<file path="src/rtl/usr_pkg.sv">
// Shared opcode encoding and helpers for the universal shift register.
package usr_pkg;

  typedef enum logic [2:0] {
    OP_HOLD = 3'b000,
    OP_SHR  = 3'b001,
    OP_SHL  = 3'b010,
    OP_LOAD = 3'b011,
    OP_ROR  = 3'b100,
    OP_ROL  = 3'b101,
    OP_ASR  = 3'b110,
    OP_RSVD = 3'b111
  } opcode_t;

  // Shift/rotate opcodes run for 'amount' clock steps; all others finish in one edge.
  function automatic logic is_multi(input opcode_t op);
    return (op == OP_SHR) || (op == OP_SHL) || (op == OP_ROR) ||
           (op == OP_ROL) || (op == OP_ASR);
  endfunction

endpackage

</file>
<file path="src/rtl/usr_step.sv">
// Combinational single-step next-value generator for the shift register.
module usr_step
  import usr_pkg::*;
#(
  parameter int unsigned WIDTH = 8
) (
  input  opcode_t          op,
  input  logic [WIDTH-1:0] cur,
  input  logic [WIDTH-1:0] data,
  input  logic             input_shift_right,
  input  logic             input_shift_left,
  output logic [WIDTH-1:0] next
);

  // Select the value the register takes after one step of 'op'.
  always_comb begin
    next = cur;
    case (op)
      OP_SHR:  next = {input_shift_right, cur[WIDTH-1:1]};
      OP_SHL:  next = {cur[WIDTH-2:0], input_shift_left};
      OP_LOAD: next = data;
      OP_ROR:  next = {cur[0], cur[WIDTH-1:1]};
      OP_ROL:  next = {cur[WIDTH-2:0], cur[WIDTH-1]};
      OP_ASR:  next = {cur[WIDTH-1], cur[WIDTH-1:1]};
      default: next = cur;
    endcase
  end

endmodule

</file>
<file path="src/rtl/universal_shift_register_n.sv">
// Parametrised universal shift register with multi-step shift/rotate and busy/done handshake.
module universal_shift_register_n
  import usr_pkg::*;
#(
  parameter int unsigned WIDTH    = 8,
  parameter int unsigned AMOUNT_W = 4
) (
  input  logic                clk,
  input  logic                clear,
  input  logic                start,
  input  logic [2:0]          opcode,
  input  logic [AMOUNT_W-1:0] amount,
  input  logic [WIDTH-1:0]    data,
  input  logic                input_shift_right,
  input  logic                input_shift_left,
  output logic [WIDTH-1:0]    out,
  output logic                busy,
  output logic                done
);

  typedef enum logic {IDLE = 1'b0, RUN = 1'b1} state_t;

  state_t              state_q, state_n;
  logic [AMOUNT_W-1:0] count_q, count_n;
  opcode_t             op_q, op_n;
  opcode_t             op_in;
  opcode_t             step_op;
  logic                done_q, done_n;
  logic [WIDTH-1:0]    out_q, next_val;

  assign op_in = opcode_t'(opcode);

  usr_step #(.WIDTH(WIDTH)) u_step (
    .op                (step_op),
    .cur               (out_q),
    .data              (data),
    .input_shift_right (input_shift_right),
    .input_shift_left  (input_shift_left),
    .next              (next_val)
  );

  // State register: value, step counter, latched opcode, control state and done pulse.
  always_ff @(posedge clk) begin
    if (clear) begin
      state_q <= IDLE;
      count_q <= '0;
      op_q    <= OP_HOLD;
      done_q  <= 1'b0;
      out_q   <= '0;
    end else begin
      state_q <= state_n;
      count_q <= count_n;
      op_q    <= op_n;
      done_q  <= done_n;
      out_q   <= next_val;
    end
  end

  // Next-state logic: the first step is applied on the accepting edge itself,
  // so the counter holds the steps remaining after that edge.
  always_comb begin
    state_n = state_q;
    count_n = count_q;
    op_n    = op_q;
    done_n  = 1'b0;
    step_op = OP_HOLD;
    case (state_q)
      IDLE: begin
        if (start) begin
          if (is_multi(op_in)) begin
            if (amount != '0) begin
              step_op = op_in;
              op_n    = op_in;
              count_n = amount - AMOUNT_W'(1);
              if (amount > AMOUNT_W'(1)) state_n = RUN;
              else                       done_n  = 1'b1;
            end else begin
              done_n = 1'b1;
            end
          end else begin
            step_op = op_in;
            done_n  = 1'b1;
          end
        end
      end
      RUN: begin
        step_op = op_q;
        count_n = count_q - AMOUNT_W'(1);
        if (count_q == AMOUNT_W'(1)) begin
          state_n = IDLE;
          done_n  = 1'b1;
        end
      end
      default: state_n = IDLE;
    endcase
  end

  // Output logic: busy reflects steps still pending after the current edge.
  always_comb begin
    out  = out_q;
    busy = (state_q == RUN);
    done = done_q;
  end

endmodule

</file>
<file path="config.mk">
export PLATFORM = sky130hd
export DESIGN_NAME = universal_shift_register_n
export DESIGN_NICKNAME = d
export VERILOG_FILES = /design/src/rtl/usr_pkg.sv /design/src/rtl/usr_step.sv /design/src/rtl/universal_shift_register_n.sv
export SDC_FILE = /design/constraint.sdc
export NUM_CORES = 1
export LEC_CHECK = 0
export ABC_AREA = 1
export CORE_AREA = 2 2 81 60
export DETAILED_ROUTE_END_ITERATION = 10
export DIE_AREA = 0 0 83 62
export GPL_ROUTABILITY_DRIVEN = 0
export PLACE_DENSITY = 0.5
export SLEW_MARGIN = 25
export SYNTH_ARGS = -nofsm -noshare
export SYNTH_HDL_FRONTEND = slang
export SYNTH_SLANG_ARGS = --single-unit
</file>
<file path="constraint.sdc">
create_clock -name clk -period 1.8 [get_ports clk]
set_clock_uncertainty 0.05 [all_clocks]
set_input_delay 0.36 -clock clk [delete_from_list [all_inputs] [get_ports clk]]
set_output_delay 0.36 -clock clk [all_outputs]
set_load 0.05 [all_outputs]
</file>
* Yosys cells after proc, flatten, opt, wreduce, memory -nomap -nowiden
Index checks and enable logic that the tools add are counted.
** Word-level totals
- Output and inout bits :: 10
- Bits of input ports :: 20
- Register bits after elaboration :: 17
- Logic and storage cells :: 57
** Cells by class
- Multiplexer cells :: 21
- Magnitude comparators :: 1
- Reductions and logical operators :: 10
- $add $sub $neg :: 2
- Bitwise operators :: 2
- Equality and inequality tests :: 15
** Operator list (number)
- $pmux W8 S6 :: 1
- $eq A3 B3 Y1 const B :: 6
- $mux W4 :: 3
- $mux W1 :: 10
- $eq A3 B2 Y1 const B :: 3
- $mux W3 :: 3
- $pmux W4 S2 :: 1
- $sub A4 B1 Y4 const B :: 2
- $eq A3 B1 Y1 const B :: 2
- $ne A2 B2 Y1 const B :: 3
- $pmux W3 S2 :: 1
- $reduce_bool A6 Y1 :: 1
- $reduce_bool A5 Y1 :: 1
- $eq A4 B1 Y1 const B :: 1
- $gt A4 B1 Y1 const B :: 1
- $logic_or A1 B1 Y1 :: 4
- $pmux W1 S2 :: 2
- $reduce_and A4 Y1 :: 1
- $reduce_bool A4 Y1 :: 1
- $reduce_and A3 Y1 :: 1
- $not A1 Y1 :: 2
- $reduce_and A2 Y1 :: 1

* Longest topological paths before layout
Gate-level depths: netlist of the first run.
- Word-level depth :: 11
- Mapped depth :: 12
- Depth with buffers taken out :: 11

* By module
Synthesis of the first run repeated with hierarchy kept, for this count alone.
** Second synthesis, totals
- Cells, all modules :: 254
- Area, all modules :: 1645.3 µm²
** By module, submodules not included
- universal_shift_register_n :: area an instance 972.2 µm², cells an instance 134, times used 1
- usr_step :: area an instance 673.1 µm², cells an instance 120, times used 1

* Worst setup path after synthesis of the first run
OpenSTA, ideal clock, no wires.
- Path kind :: reg2reg
- Start :: reg state_q, in the netlist busy
- End :: reg out_q[2], in the netlist out[2]
- Period minus slack after synthesis :: 1897 ps
- Data required time :: 1634 ps
- Data arrival time :: 1731 ps
- Setup slack :: -97 ps
- Stages on the path, launching flop included :: 12
- Cell sequence :: dfxtp_1 > buf_6 > inv_8 > nand2_8 > nor2_4 > nand2_1 > nand2_2 > o21ai_2 > nand3_2 > buf_6 > o21ai_1 > nor2_1
** On the way
- Longest elaborated chain between the ends :: 4
** RTL lines
- start: declaration :: line universal_shift_register_n.sv:23 : state_t state_q, state_n;
- start signal: assignment :: line universal_shift_register_n.sv:51 : state_q <= state_n;
- $not A1 Y1
- $pmux W3 S2 (*) :: line universal_shift_register_n.sv:67 : case (state_q)
- $eq A3 B3 Y1, or another cell as far along :: line usr_step.sv:18 : case (op)
- $pmux W8 S6 or $reduce_bool A6 Y1 (tied branches)
- end signal: assignment :: line universal_shift_register_n.sv:55 : out_q <= next_val;
- end: declaration :: line universal_shift_register_n.sv:29 : logic [WIDTH-1:0] out_q, next_val;
Mark *: on every way between the ends. The rest lies on a longest branch, timed or not.
A chain may end at the register's enable or synchronous reset.

* Worst setup path in the final report of the first run
- Start :: in amount[0]
- End :: reg out_q[3], in the netlist out[3]
** On the way
- Longest elaborated chain between the ends :: 7
** RTL lines
- start: declaration :: line universal_shift_register_n.sv:12 : input logic [AMOUNT_W-1:0] amount,
- $reduce_bool A4 Y1 (*) :: line universal_shift_register_n.sv:71 : if (amount != '0) begin
- $mux W3 (*) :: line universal_shift_register_n.sv:71
- $mux W3 (*) :: line universal_shift_register_n.sv:70 : if (is_multi(op_in)) begin
- $mux W3 (*) :: line universal_shift_register_n.sv:69 : if (start) begin
- $pmux W3 S2 (*) :: line universal_shift_register_n.sv:67
- $eq A3 B3 Y1, or another cell as far along :: line usr_step.sv:18
- $pmux W8 S6 or $reduce_bool A6 Y1 (tied branches)
Marked as above.

==> results of run 1 <==
## cell type report
cell class              instances  area (um^2)
clock buffers                   3         41.3
clock inverters                 1         5.00
repair buffers                 50          458
inverters                      20         82.6
flip-flops and latches         17          342
multi-input cells             148          932
well taps                      57         71.3
fillers                       459         2560
## sequential cells by signal (all words and copies together) (netlist names)
name	flops
done	1
out	8
count_q	4
busy	1
op_q	3
## critical path: cells and delay by family
kind,cells,cell delay (ps)
and+or+nand+nor,5,490
adders and majority gates,1,200
AOI/OAI and AO/OA,2,410
buffers and inverters,2,330
## logic make-up (layout without fill, tap and decap cells)
kind of cell | Yosys count | in the layout
AND/OR/NAND/NOR | 109 | 111
AO/OA/AOI/OAI | 31 | 31
adder cells (fa/ha/maj) | 4 | 4
buffers and inverters | 23 | 74
flip-flops | 17 | 17
XOR/XNOR | 2 | 2
## routing by layer
metal / vias to the layer above / part of all wire / global-route usage
met2: 11 / 0.41 / 0.214
met1: 583 / 0.56 / 0.201
met5: - / 0 / 0
met4: 0 / 0.0077 / 0.0281
met3: 2 / 0.023 / 0.0317
li1: 722 / - / -
## power breakdown
group          switching, mW  total [mW]  internal (mW)
registers             0.0491       0.475          0.426
clock network          0.146       0.300          0.154
logic                  0.371       0.620          0.249
total                  0.566        1.39          0.829
## how the worst min path moves through the flow
| stage | start | endpoint | slack, ps | cells past startpoint |
|---|---|---|---|---|
| CTS | count_q[3] | count_q[3] | 450 | 2 |
| detailed placement | count_q[3] | count_q[3] | 440 | 2 |
| finish | count_q[3] | count_q[3] | 450 | 2 |
| floorplan | clear | done | 380 | 1 |
| global placement | count_q[3] | count_q[3] | 440 | 2 |
| global route | op_q[2] | op_q[2] | 480 | 2 |
## what timing repair did
item,4_1_cts,5_1_grt
endpoints found under the hold margin,0,0
buffers inserted,3,0
endpoints found under the setup margin,11,8
cloned,2,0
pin swaps,12,2
resized for setup,30,4
## synthesized netlist by cell type
cell type	number	share of area
a211oi_1	1	0.0059
a21oi_1	8	0.032
a21oi_2	2	0.014
a21oi_4	1	0.013
a22oi_1	1	0.0059
buf_6	2	0.018
clkbuf_1	1	0.0030
dfxtp_1	17	0.27
ha_1	4	0.040
inv_1	19	0.056
inv_8	1	0.0089
nand2_1	45	0.13
nand2_2	5	0.025
nand2_4	3	0.027
nand2_8	1	0.016
nand3_1	15	0.059
nand3_2	2	0.016
nand3_4	1	0.014
nand4_1	4	0.020
nor2_1	27	0.080
nor2_4	3	0.027
nor2_8	1	0.016
nor3_1	2	0.0079
o211ai_1	1	0.0059
o21ai_0	11	0.044
o21ai_1	4	0.016
o21ai_2	1	0.0069
o221ai_1	1	0.0069
xnor2_1	2	0.014
==> qor.yml, run 1 <==
rows: 21
final_max_slew_viol_count: 0
fin_crit_sh: 0.939
io_buffers: 29
hold_slack_ps: 447
mostFrequentLayoutCell: "nand2_1"
final_antenna_net_count: 0
synth_nets: 210
die_y_um: 62
cts_sinks: 17
htreeDepth: 1
dp_slack_ps: -532
areaGrowthSynthToFinish_pct: 53.0
worstSkewPairLatency_ps: 260
max_stage_delay_ps: 250
synth_area_um2: 1260
drt_iter0_drc: 76
synth_seq_cells: 17
final_area_um2: 1930
ios: 30
start_kind: "input port"
fin_crit_ps: 1690
syn_inst: 186
wl_per_cell_um: 11.3
rrSetupSlack_ps: 190
cp-end-kind: "register"
die_area_um2: 5150
ys_types: 29
finalWorstSetupSlack_ps: 110
arrival_ps: 1790
die_w_um: 83
rr_worst_depth: 9
synthSimpleGateAreaFrac: 0.441
r2r-start: "busy"
cts_root_buf: "clkbuf_8"
hold_viol: 0
syn_avg_cell_area_um2: 6.79
crit_required_ps: 1900
cts.clk_slew.worst_paths_ps: 70
path_cells: "dlygate4sd2_1, inv_2, ha_4, nand3_4, nand2_2, nand2_4, o21ai_4, nand3_4, o21ai_1, nor2_1"
drc: 0
grt_pass1_vias: 1205
synthXorXnorAreaFrac: 0.0139
drt_first_pass_iters: 5
globalRouteTotalUtil: 0.139
total_power_mw: 1.39
yosysWarnings: 0
grt_overflow: 0
hp-class: "register to register"
maxCapViolCount: 0
p_per_area_nw_per_um2: 722
finalSetupTns_ps: 0
dp_hpwl_um: 2490
fin_nets: 264
crit_end: "out[3]"
status: "completed"
placed_area_um2: 1730
numCtsBuffers: 3
num_vias: 1318
muxShareOfSynthArea: 0
place_inst: 287
synth_top_family_by_area: "simple AND/OR/NAND/NOR gates"
path_class: "input port to register"
clock_path_buffers: 2
yosysSeqAreaShare: 0.270
layout_common_cells: "44 x nand2_1, 27 x nor2_1, 26 x buf_4"
instances_no_fill: 296
num_antenna_cells: 0
max_freq_mhz: 592
start_util: 0.281
final_util: 0.430
startpoint: "amount[0]"
r2r-end: "out[3]"
setup_viol: 0
grt_pass1_wl_um: 5670
grt_max_degree: 12
rsz0062_at_grt: "no"
p_leak_nw: 0.910
antenna_found_initial: 0
synth_compound_area_frac: 0.150
synth_adder_area_share: 0.0396
hold_buffers: 0
slew_headroom: 0.834
crit_path_top_delay_cell: "dlygate4sd2_1"
path_common_cell: "nand3_4"
cp_max_fo: 7
core_area_um2: 4490
wirelength_um: 3360
worstMarginPinSlew_ps: 248
via_per_inst: 4.45
ir_drop_mv: 0.277
cts_tree: "yes"
drive_above_1_share: 0.297
Power figures use the tool's default switching activity.
==> inputs of run 2 (changes only) <==
Settings changed: CORE_AREA 2 2 81 60 to 2 2 64 48, DIE_AREA 0 0 83 62 to 0 0 66 50, PLACE_DENSITY 0.5 to 0.76.
==> run 2 against run 1 <==
  * Power increased by 2.8%
  * Worst setup slack got worse by 95 ps
  * Die area decreased by 36%
  * Register-to-register slack got worse by 70 ps
  * Via count increased by 15%
  * First-iteration DRC count increased by 24%
  * Sequential power about the same
  * Final area increased by 1.6%
  * Critical path type unchanged
  * Largest cell class unchanged
==> qor.yml, run 2 (synthesized netlist as in run 1, its figures left out) <==
status: "completed"
dp_hpwl_um: 2550
hold_slack_ps: 474
dp_slack_ps: -579
grt_max_degree: 11
cts_sinks: 17
hold_viol: 0
antenna_found_initial: 0
htreeDepth: 1
cp_max_fo: 7
placed_area_um2: 1700
arrival_ps: 1930
worstMarginPinSlew_ps: 300
num_vias: 1516
clock_path_buffers: 2
core_area_um2: 2680
grt_pass1_vias: 1486
mostFrequentLayoutCell: "nand2_1"
maxCapViolCount: 0
fin_nets: 267
rows: 16
layout_common_cells: "40 x nand2_1, 27 x buf_4, 26 x nor2_1"
p_leak_nw: 0.923
cp-end-kind: "register"
start_util: 0.471
start_kind: "input port"
wirelength_um: 4120
die_area_um2: 3300
die_y_um: 50
p_per_area_nw_per_um2: 730
cts_tree: "yes"
setup_viol: 0
finalWorstSetupSlack_ps: 15.0
fin_crit_ps: 1780
via_per_inst: 5.45
cts.clk_slew.worst_paths_ps: 70
numCtsBuffers: 3
hp-class: "register to register"
die_w_um: 66
grt_overflow: 0
worstSkewPairLatency_ps: 260
wl_per_cell_um: 14.8
final_max_slew_viol_count: 0
drt_first_pass_iters: 4
drive_above_1_share: 0.343
ios: 30
final_area_um2: 1960
ir_drop_mv: 0.604
slew_headroom: 0.799
cts_root_buf: "clkbuf_8"
drc: 0
nFillCells: 199
crit_required_ps: 1950
num_antenna_cells: 0
drt_iter0_drc: 94
largest_register_ff_count: 8
grt_pass1_wl_um: 6710
hold_buffers: 0
max_freq_mhz: 560
final_antenna_net_count: 0
globalRouteTotalUtil: 0.268
fin_crit_sh: 0.992
rsz0062_at_grt: "yes"
io_buffers: 29
areaGrowthSynthToFinish_pct: 55.5
path_class: "input port to register"
run 2: cell count changes in the layout (fill, tap and decap cells not counted), moves of 2 or more:
cell | before | now
buf_6 | 3 | 5
clkdlybuf4s15_1 | 0 | 2
dlygate4sd2_1 | 5 | 3
nand2_1 | 44 | 40
nand2_2 | 6 | 9
nand3_1 | 11 | 9
run 2: stage by stage:
| stage | utilization | instances | TNS, ps | power (mW) |
|---|---|---|---|---|
| 2_1_floorplan | - | 186 | 0 | 0.852 |
| 3_3_place_gp | 0.635 | 267 | -5440 | 1.03 |
| 3_5_place_dp | 0.635 | 267 | -6990 | 1.05 |
| 4_1_cts | 0.716 | 278 | 0 | 1.40 |
| 5_1_grt | 0.732 | 278 | -258 | 1.51 |
| 6_report | 0.732 | 278 | 0 | 1.43 |
run 2: power breakdown:
part	leakage, nW	total (mW)	internal [mW]	switching [mW]
Combinational	0.757	0.665	0.260	0.404
Sequential	0.141	0.475	0.427	0.0487
Clock	0.0255	0.294	0.154	0.140
Total	0.923	1.43	0.841	0.593
run 2: worst paths after layout:
check             startpoint  slack [ps]  cells past startpoint         end
hold reg to reg   count_q[3]         470                      2  count_q[3]
setup / recovery   opcode[2]          20                     12      out[5]
hold / removal    count_q[3]         470                      2  count_q[3]
setup reg to reg        busy         120                     12      out[5]
run 2: final cells by class:
class                   count  area (um^2)  area share
clock buffers               3         41.3      0.0210
clock inverters             1         5.00     0.00255
inverters                  20         82.6      0.0421
multi-input cells         148          972       0.495
flip-flops and latches     17          342       0.174
well taps                  36         45.0      0.0229
repair buffers             53          475       0.242
run 2: timing repair:
action / 4_1_cts / 5_1_grt
buffers inserted: 4 / 0
gates cloned: 3 / 0
resized for setup: 34 / 15
setup endpoints to repair: 14 / 11
pin swaps: 18 / 13
run 2: critical path: stages:
cell	delay, ps
clkdlybuf4s50_1	500
inv_2	80
nor2_8	110
nand2_2	80
nand2_4	100
buf_6	140
nand3_4	130
nand2_4	160
nand2_2	50
nand2_1	70
nor2_1	50
nor2_1	90
run 2: per-layer routing:
layer | track usage | wire [um] | share of wire | vias up
met1 | 0.336 | 1750 | 0.43 | 701
met5 | 0 | 0 | 0 | -
met2 | 0.441 | 1950 | 0.47 | 64
met3 | 0.0525 | 246 | 0.060 | 19
met4 | 0.122 | 168 | 0.041 | 0
li1 | - | - | - | 732
